<file path="config.mk">
export PLATFORM = sky130hd
export DESIGN_NAME = addsub_serial_arbiter
export DESIGN_NICKNAME = d
export VERILOG_FILES = /design/src/rtl/addsub_serial_arbiter.sv
export SDC_FILE = /design/constraint.sdc
export NUM_CORES = 1
export LEC_CHECK = 0
export ABC_AREA = 1
export ABC_CLOCK_PERIOD_IN_PS = 5600
export CAP_MARGIN = 5
export CORE_MARGIN = 5
export CORE_UTILIZATION = 45
export CTS_BUF_LIST = sky130_fd_sc_hd__clkbuf_8
export DETAILED_ROUTE_END_ITERATION = 16
export MAX_ROUTING_LAYER = met4
export PLACE_DENSITY = 0.89
export SETUP_SLACK_MARGIN = 0.3
export SYNTH_ARGS = -nofsm -noshare
export SYNTH_HDL_FRONTEND = slang
export SYNTH_SLANG_ARGS = --single-unit
export TNS_END_PERCENT = 5
</file>
<file path="constraint.sdc">
create_clock -name clk -period 5.6 [get_ports clk]
set_clock_uncertainty 0.15 [all_clocks]
set_input_delay 1.68 -clock clk [delete_from_list [all_inputs] [get_ports clk]]
set_output_delay 1.68 -clock clk [all_outputs]
set_load 0.02 [all_outputs]
</file>
<file path="src/rtl/addsub_serial_arbiter.sv">
// ============================================================================
// Module   : addsub_serial_arbiter
// Brief    : Round-robin shared 4-bit add/sub slice, nibble-serial wide ops.
// Revision : 1.0 - initial release
// ============================================================================
`default_nettype none

module addsub_serial_arbiter #(
    parameter int NIBBLES = 4
) (
    input  logic                 clk,
    input  logic                 rst_n,
    input  logic                 req0_valid,
    output logic                 req0_ready,
    input  logic [4*NIBBLES-1:0] req0_a,
    input  logic [4*NIBBLES-1:0] req0_b,
    input  logic                 req0_sub,
    input  logic                 req1_valid,
    output logic                 req1_ready,
    input  logic [4*NIBBLES-1:0] req1_a,
    input  logic [4*NIBBLES-1:0] req1_b,
    input  logic                 req1_sub,
    output logic                 res_valid,
    input  logic                 res_ready,
    output logic [4*NIBBLES-1:0] res_out,
    output logic                 res_carry,
    output logic                 res_ovf,
    output logic                 res_id
);

    localparam int W  = 4 * NIBBLES;
    localparam int CW = $clog2(NIBBLES);

    localparam logic [1:0]    c_IDLE = 2'd0;
    localparam logic [1:0]    c_RUN  = 2'd1;
    localparam logic [1:0]    c_DONE = 2'd2;
    localparam logic [CW-1:0] c_LAST = CW'(NIBBLES - 1);

    logic [1:0]    r_state;
    logic [1:0]    w_next;
    logic          r_ptr;
    logic [W-1:0]  r_a;
    logic [W-1:0]  r_b;
    logic [W-1:0]  r_res;
    logic          r_sub;
    logic          r_id;
    logic          r_carry;
    logic          r_ovf;
    logic [CW-1:0] r_cnt;

    logic          w_any;
    logic          w_gnt_id;
    logic          w_accept;
    logic [3:0]    w_bn;
    logic [4:0]    w_sum;
    logic [3:0]    w_low;
    logic          w_last;

    // Pointer only matters on a tie; a lone requester always wins.
    assign w_any    = req0_valid | req1_valid;
    assign w_gnt_id = (req0_valid & req1_valid) ? r_ptr : req1_valid;
    assign w_accept = req0_ready | req1_ready;
    assign w_last   = (r_cnt == c_LAST);

    // Subtract is a + ~b + 1: the +1 comes from the carry seeded at accept.
    assign w_bn  = r_b[3:0] ^ {4{r_sub}};
    assign w_sum = {1'b0, r_a[3:0]} + {1'b0, w_bn} + {4'b0, r_carry};
    assign w_low = {1'b0, r_a[2:0]} + {1'b0, w_bn[2:0]} + {3'b0, r_carry};

    always_ff @(posedge clk or negedge rst_n) begin
        if (!rst_n) begin
            r_state <= c_IDLE;
        end else begin
            r_state <= w_next;
        end
    end

    always_comb begin
        w_next = r_state;
        case (r_state)
            c_IDLE:  if (w_any)     w_next = c_RUN;
            c_RUN:   if (w_last)    w_next = c_DONE;
            c_DONE:  if (res_ready) w_next = c_IDLE;
            default: w_next = c_IDLE;
        endcase
    end

    always_comb begin
        req0_ready = 1'b0;
        req1_ready = 1'b0;
        res_valid  = 1'b0;
        case (r_state)
            c_IDLE: begin
                req0_ready = w_any & ~w_gnt_id;
                req1_ready = w_any & w_gnt_id;
            end
            c_DONE:  res_valid = 1'b1;
            default: ;
        endcase
    end

    always_ff @(posedge clk or negedge rst_n) begin
        if (!rst_n) begin
            r_ptr   <= 1'b0;
            r_a     <= '0;
            r_b     <= '0;
            r_res   <= '0;
            r_sub   <= 1'b0;
            r_id    <= 1'b0;
            r_carry <= 1'b0;
            r_ovf   <= 1'b0;
            r_cnt   <= '0;
        end else if (w_accept) begin
            r_a     <= w_gnt_id ? req1_a   : req0_a;
            r_b     <= w_gnt_id ? req1_b   : req0_b;
            r_sub   <= w_gnt_id ? req1_sub : req0_sub;
            r_carry <= w_gnt_id ? req1_sub : req0_sub;
            r_id    <= w_gnt_id;
            r_ptr   <= ~w_gnt_id;
            r_cnt   <= '0;
        end else if (r_state == c_RUN) begin
            r_a     <= {4'b0, r_a[W-1:4]};
            r_b     <= {4'b0, r_b[W-1:4]};
            r_res   <= {w_sum[3:0], r_res[W-1:4]};
            r_carry <= w_sum[4];
            r_cnt   <= r_cnt + CW'(1);
            if (w_last) begin
                r_ovf <= w_low[3] ^ w_sum[4];
            end
        end
    end

    assign res_out   = r_res;
    assign res_carry = r_carry;
    assign res_ovf   = r_ovf;
    assign res_id    = r_id;

endmodule

`default_nettype wire

</file>
After elaboration in Yosys (flattened, before gate mapping):

Index checks and enable logic that the tools add are counted.

* bits of input ports: 71
* bits in registers: 57

* eq/ne operators: 6
* reduce and logical (&&, ||, !) cells: 5
* bitwise gates (word level): 9
* add/subtract/negate cells: 5
* muxes and demuxes: 19

Operators with widths (number)
* $mux W16: 6
* $mux W2: 5
* $mux W1: 7
* $ne A2 B2 Y1 const B: 3
* $pmux W2 S3: 1
* $reduce_and A3 Y1: 2
* $add A4 B4 Y5: 1
* $add A5 B1 Y5: 1
* $add A3 B3 Y4: 1
* $add A4 B1 Y4: 1
* $eq A2 B2 Y1 const B: 2
* $xor A4 B4 Y4: 1
* $and A1 B1 Y1: 3
* $add A2 B1 Y2 const B: 1
* $eq A2 B1 Y1 const B: 1
* $logic_not A2 Y1: 1
* $not A1 Y1: 2
* $or A1 B1 Y1: 2
* $reduce_and A2 Y1: 1
* $reduce_bool A2 Y1: 1
* $xor A1 B1 Y1: 1

Longest topological paths before layout:

Gate-level depths: netlist of run 1.

* depth in word-level cells: 8
* mapped depth: 11
* depth with buffers taken out: 10

Worst setup path after synthesis of run 1:

No wires, ideal clock.

* path kind: input-to-output
* start: in req1_valid
* end: out req0_ready
* path buffers: 1
* arrival: 2.272 ns
* data required time: 3.770 ns
* setup slack: 1.498 ns
* cell stages on the path: 3
* path through: buf_6 o21ai_4 a21oi_2

* word-level cells in the longest chain between the ends: 5
* elaborated cells between the ends (all ways): 6

RTL lines
* start: declaration: RTL line 18 `input logic req1_valid,`
* $and A1 B1 Y1: RTL line 61 `assign w_gnt_id = (req0_valid & req1_valid) ? r_ptr : req1_valid;`
* $mux W1: RTL line 61
* $not A1 Y1: RTL line 94 `req0_ready = w_any & ~w_gnt_id;`
* $and A1 B1 Y1 (*): RTL line 94
* $mux W1 (*): RTL line 92 `case (r_state)`
* end: declaration: RTL line 14 `output logic req0_ready,`

Mark *: on every way between the ends. The rest lies on a longest branch, timed or not.

Worst setup path in the final report of run 1:

* start: in req0_valid
* end: out req0_ready

* word-level cells in the longest chain between the ends: 5
* elaborated cells between the ends (all ways): 6

RTL lines
* start: declaration: RTL line 13 `input logic req0_valid,`
* $and A1 B1 Y1: RTL line 61
* $mux W1: RTL line 61
* $not A1 Y1: RTL line 94
* $and A1 B1 Y1 (*): RTL line 94
* $mux W1 (*): RTL line 92

Marked as above.

==> impl_results.md, run 1 <==
- Remaining global-route overflow: 0
- Synth top area cells: dfrtp_1 (47%), nand2_1 (18%), nand3_1 (10%), o21ai_0 (4.2%), inv_1 (3.9%)
- Gate Count Post-Synth: around 400
- Residual DRC count: 0
- Pins Over Slew Limit: 0
- TritonCTS Buffers: 9
- Xor-xnor portion of the synthesized cell area: between 1 and 1.5%
- CP Data Required Time: between 3 and 4 ns
- WL/cell: approximately 14 µm
- Post-synth top flop: dfrtp_1
- Status: completed
- Die ar.: approximately 8600 µm²
- Class of the most critical setup path: primary input to output port
- Number of synthesized flops with an enable pin: 0
- NetSw: 1.101 mW
- Vias post-DR: just under 3000
- Max-capacitance violation count: 0
- ANT nets after route: 0
- Sw Ratio: roughly 45%
- Vias in the first global route: a little under 3000
- Post-Synth Simple-Gate Area: between 30% and 40%
- Slowest-stage cell, CP: clkdlybuf4s50_1
- Core area: 6719 µm²
- Worst Tran Pin Value: slightly below 1 ns
- Largest family of logic cells by synthesized area: simple AND/OR/NAND/NOR gates
- Vias/cell: between 5 and 6
- Crit path max fanout: 14
- I/O Buffers: between 90 and 100
- Yosys warns: 0
- Largest net degree at the start of global routing: 58
- Finish-stage setup viols: 0
- # resized after CTS: 0
- Hold Crit Class: flop to flop
- Internal power: about 1.4 mW
- Cell row count: 30
- Largest buffer count on any clock path: 2
- Global-route wire length before repair: 13630 µm
- Setup TNS: 0 ns
- Hold Vio Cnt, Final: 0
- Worst Setup End Kind: output port
- Crit share post-route: 92.34%
- Clk root buf: clkbuf_8
- Register-to-register path setup slack: 2.88 ns
- CP max stage delay: roughly 0.63 ns
- Fmax: slightly below 200 MHz
- Most used cell, CP: clkdlybuf4s50_1
- Final GP Congestion: about 0.83
- Commonest cells post-synth: nand2_1 (147), nand3_1 (62), dfrtp_1 (57), inv_1 (32), o21ai_0 (26)
- Hold_buf cts: 0
- Synthesis-to-layout area growth: 37.01%
- Register bit total from synthesis: 57
- Clock power share: between 15 and 20%
- RSZ-0062 raised after global routing: no
- Data arrival, critical path: about 3.3 ns
- Synth Area in Compound Gates: under 10%
- Synthesized area per cell: slightly below 8 µm²
- Htree depth: 3
- Syn_nets: about 480
- Most common cell in the netlist: nand2_1
- Register area share after synthesis: a little under half
- Initial core utilization: between 40% and 50%
- Post-synth top area share: between 40% and 50%
- CTS tree: yes
- Library cells used by synthesis: 28
- Combinational Power Share: a little over half
- Ports: 93
- Layout Utilization: between 60 and 70%
- WP buf/inv: 3
- Worst rel slew slack: 33.69%
- DR pass1 iterations: 4
- Synthesized area: 3067 µm²
- Fill cells: about 600
- Critical Path Source Type: primary input
- Final HPWL DP: slightly below 6000 µm
- PD cells: roughly 590 nW/µm²
- Leakage: 2.042 nW
- Total GRT Usage: between 20 and 25%
- Worst-Skew Late Latency: roughly 0.34 ns
- CTS sink count: 57
- Async SR Flop Fraction: 100.0%
- Largest area contributor in the netlist: dfrtp_1
- Layout cells sized above 1: 7.157%
- Worst-path clk slew: roughly 0.06 ns
- Mux contribution to synthesized area: 0%
- Synth Area in Adders: roughly 3%
- IR drop worst, VDD: 0.2208 mV
- Setup Fix Bufs, Post-CTS: 0
- Routed wire length: 8132 µm
- # nets final: 562
- Reg power frac: 29.7%
- Worst-path cell chain: clkdlybuf4s50_1 -> nand2_2 -> buf_4 -> a21oi_2 -> clkdlybuf4s50_1
- Antenna violations before repair: 0
- 1st-iter DRT viols: approximately 180
- Chip height: just over 90 µm
- Die W: approximately 93 µm
- Period minus WS final: ~5.2 ns
- Worst path top cell family by delay: buffers and inverters
- Antenna cell count: 0
## cell type report
cell class / count / area (µm²) / share of cell area (%)
Sequential cell: 57 / 1426 / 33.95
Multi-Input combinational cell: 285 / 1388 / 33.03
Timing Repair Buffer: 99 / 968.4 / 23.05
Clock buffer: 11 / 151.4 / 3.603
Inverter: 33 / 123.9 / 2.948
Tap cell: 80 / 100.1 / 2.382
Clock inverter: 4 / 43.79 / 1.042
## final timing paths
| kind | startpoint | endpoint | cells past startpoint |
|---|---|---|---|
| max in group asynchronous | rst_n | r_a[8] | 2 |
| worst min-delay path | r_b[4] | r_b[4] | 2 |
| worst max-delay path | req0_valid | req0_ready | 5 |
| worst min register to register | r_b[4] | r_b[4] | 2 |
| min in group asynchronous | rst_n | res_out[3] | 2 |
| worst max register to register | r_state[1] | r_a[0] | 7 |
## stage by stage
stage / std cells / instance area, µm² / hold WS [ns] / power, mW / setup WS, ns
2_1_floorplan: 398 / 3067 / 0.2937 / 1.691 / 1.498
3_3_place_gp: 554 / 4006 / 0.3068 / 2.025 / 0.4648
3_5_place_dp: 554 / 4006 / 0.3100 / 2.091 / 0.4516
4_1_cts: 569 / 4202 / 0.3283 / 2.481 / 0.4307
5_1_grt: 569 / 4202 / 0.3450 / 2.708 / 0.3509
6_report: 569 / 4202 / 0.3289 / 2.460 / 0.4292
## kinds of logic after synthesis
kind of cell | after synthesis
and+or+nand+nor | 240
DFF | 57
buffers and inverters | 56
AOI/OAI and AO/OA | 35
adders and majority gates | 6
xor gates and xnor gates | 4
## tightest hold or removal path, delay by kind of cell (launching register included)
kind	cells	cell delay, ns
simple gates	2	0.11
flops	1	0.34
## flip-flops by register name (all words and copies together) (netlist names)
signal / count
r_b: 16
r_cnt: 2
r_a: 16
res_carry: 1
res_id: 1
r_sub: 1
r_state: 2
res_ovf: 1
res_out: 16
r_ptr: 1
## cell usage in the layout, fill, tap and decap left out, drive strengths merged
cell type and count:
clkdlybuf4s50 91, fa 2, dfrtp 57, nor2 5
ha 4, nand4 14, xnor2 2, clkbuf 11
bufinv 1, o31ai 1, or2 9, o21ai 27
nand3 62, a21o 1, inv 34, buf 8
clkinv 2, nand3b 1, a21oi 6, nand2 149
xor2 2
## power groups by stage
stage	registers, mW	logic (mW)	clock network (mW)
after global placement	0.726	1.30	0
after floorplan	0.781	0.910	0
after detailed placement	0.737	1.35	0
final	0.730	1.35	0.381
after CTS	0.731	1.36	0.387
after global routing	0.756	1.54	0.408
## per-layer routing
layer | vias up | part of all wire, % | wire length, µm | track usage [%]
li1 | 1454 | - | - | -
met1 | 1375 | 41 | 3327 | 24.71
met2 | 133 | 49 | 3996 | 33.05
met3 | 13 | 8.0 | 650 | 5.361
met4 | 0 | 1.9 | 157 | 7.921
met5 | - | 0 | 0 | -
Power figures use the tool's default switching activity.
==> run 2, diff against run 1 <==
ABC_CLOCK_PERIOD_IN_PS = 6080   (was 5600)
clock period = 6.08 ns   (was 5.6 ns; I/O delays follow)
==> run 2 against run 1 <==
Sequential share of layout area grew 0.23 points. Flip-flop and latch count is the same. Wire length shrank 4.4%. Via count shrank 0.97%. Power shrank 10%. Cell count is the same. First-iteration DRC count grew 6.8%. Critical endpoint is now req1_ready. Largest cell class unchanged.
==> impl_results.md, run 2 (synthesis gave the netlist of run 1 again) <==
- Status: completed
- Final Instance Count excl. Fillers: ~570
- Initial core utilization: between 40% and 50%
- Class of the most critical setup path: primary input to output port
- Total GRT Usage: 19.95%
- RSZ-0062 raised after global routing: no
- Remaining global-route overflow: 0
- Final HPWL DP: around 5700 µm
- Worst-path cell chain: clkdlybuf4s50_1 -> nand2_2 -> nand2_1 -> nor2_1 -> clkdlybuf4s50_1
- Critical Path Source Type: primary input
- WL/cell: 13.66 µm
- Htree depth: 3
- Ports: 93
- Slowest-stage cell, CP: clkdlybuf4s50_1
- WP buf/inv: 2
- Hold_buf cts: 0
- Residual DRC count: 0
- Layout cells sized above 1: under 10%
- DP Area: 3999 µm²
- DR pass1 iterations: 4
- Cell row count: 30
- Largest net degree at the start of global routing: 58
- Vias in the first global route: 2996
- Layout Utilization: around 62%
- Setup Fix Bufs, Post-CTS: 0
- Worst path top cell family by delay: buffers and inverters
- Crit path max fanout: 16
- Worst Hold Slack: roughly 0.33 ns
- Leakage: ~2 nW
- CP Data Required Time: 4.11 ns
- I/O Buffers: 92
- Most used cell, CP: clkdlybuf4s50_1
- Max-capacitance violation count: 0
- Clk root buf: clkbuf_8
- Vias post-DR: a little under 3000
- CTS sink count: 57
- Worst rel slew slack: a little over a third
- Synthesis-to-layout area growth: 36.07%
- Finish-stage setup viols: 0
- Routed wire length: around 7800 µm
- # resized after CTS: 0
- Cell area after layout: approximately 4200 µm²
- Tot Pwr: approximately 2.2 mW
- Hold Crit Class: flop to flop
- Crit share post-route: 92.23%
- 1st-iter DRT viols: 188
- Setup TNS: 0 ns
- Final WS setup: between 0.4 and 0.5 ns
- Fmax: 178.3 MHz
- Vias/cell: 5.178
- ANT nets after route: 0
- Global-route wire length before repair: approximately 13000 µm
- Placed cell count: around 550
- Core area: 6719 µm²
- Antenna cell count: 0
- Period minus WS final: 5.608 ns
- # nets final: 561
- Chip height: between 90 and 100 µm
- Hold Vio Cnt, Final: 0
- Worst Setup End Kind: output port
- Final GP Congestion: around 0.85
- Commonest non-fill, non-tap cell in the layout: nand2_1
- TritonCTS Buffers: 9
- CTS tree: yes
- Die ar.: 8566 µm²
- Pins Over Slew Limit: 0
- Die W: a little over 90 µm
- Most frequent cells in the layout: nand2_1 (147), clkdlybuf4s50_1 (91), nand3_1 (62)
- PD cells: approximately 530 nW/µm²
- IR drop worst, VDD: around 0.21 mV
- Largest buffer count on any clock path: 2
- Data arrival, critical path: roughly 3.6 ns
- Worst Tran Pin Value: 0.9754 ns
- Register-to-register path setup slack: 3.40 ns
- Worst-Skew Late Latency: between 0.3 and 0.4 ns
- Worst-path clk slew: roughly 0.06 ns
- CP max stage delay: about 0.66 ns
- Place WS: ~0.46 ns
- Antenna violations before repair: 0
## run 2: layout make-up
| class | instances | area (µm²) |
|---|---|---|
| flip-flops and latches | 57 | 1426 |
| fillers | 552 | 2546 |
| clock inverters | 5 | 22.52 |
| well taps | 80 | 100.1 |
| repair buffers | 98 | 960.9 |
| inverters | 33 | 123.9 |
| clock buffers | 11 | 151.4 |
| multi-input cells | 285 | 1388 |
## run 2: worst paths after layout
path,cells after the start,from,to
max,5,req0_valid,req1_ready
min,2,r_b[7],r_b[7]
max reg2reg,7,r_state[1],r_a[0]
min reg2reg,2,r_b[7],r_b[7]
max in group asynchronous,2,rst_n,res_out[10]
min in group asynchronous,2,rst_n,res_out[0]
## run 2: worst min-delay path: cells and delay by family, from the launching register on
| kind | cells | cell delay [ns] |
|---|---|---|
| AND/OR/NAND/NOR | 2 | 0.10 |
| flip-flops | 1 | 0.34 |
## run 2: per-layer routing
layer  global-route usage (%)  routed length, µm
met4                    6.436                 70
met5                        -                  0
met3                    4.305                560
met2                    32.57               3811
met1                    24.82               3329
## run 2: report_power, final
| part | total (mW) | internal (mW) | switching [mW] |
|---|---|---|---|
| combinational | 1.23 | 0.481 | 0.753 |
| sequential | 0.673 | 0.562 | 0.111 |
| clock | 0.304 | 0.165 | 0.140 |
==> run 3, diff against run 2 <==
CAP_MARGIN = not set   (was 5)
==> results of run 3 <==
No change in the layout: final DEF, timing and power equal those of run 2.
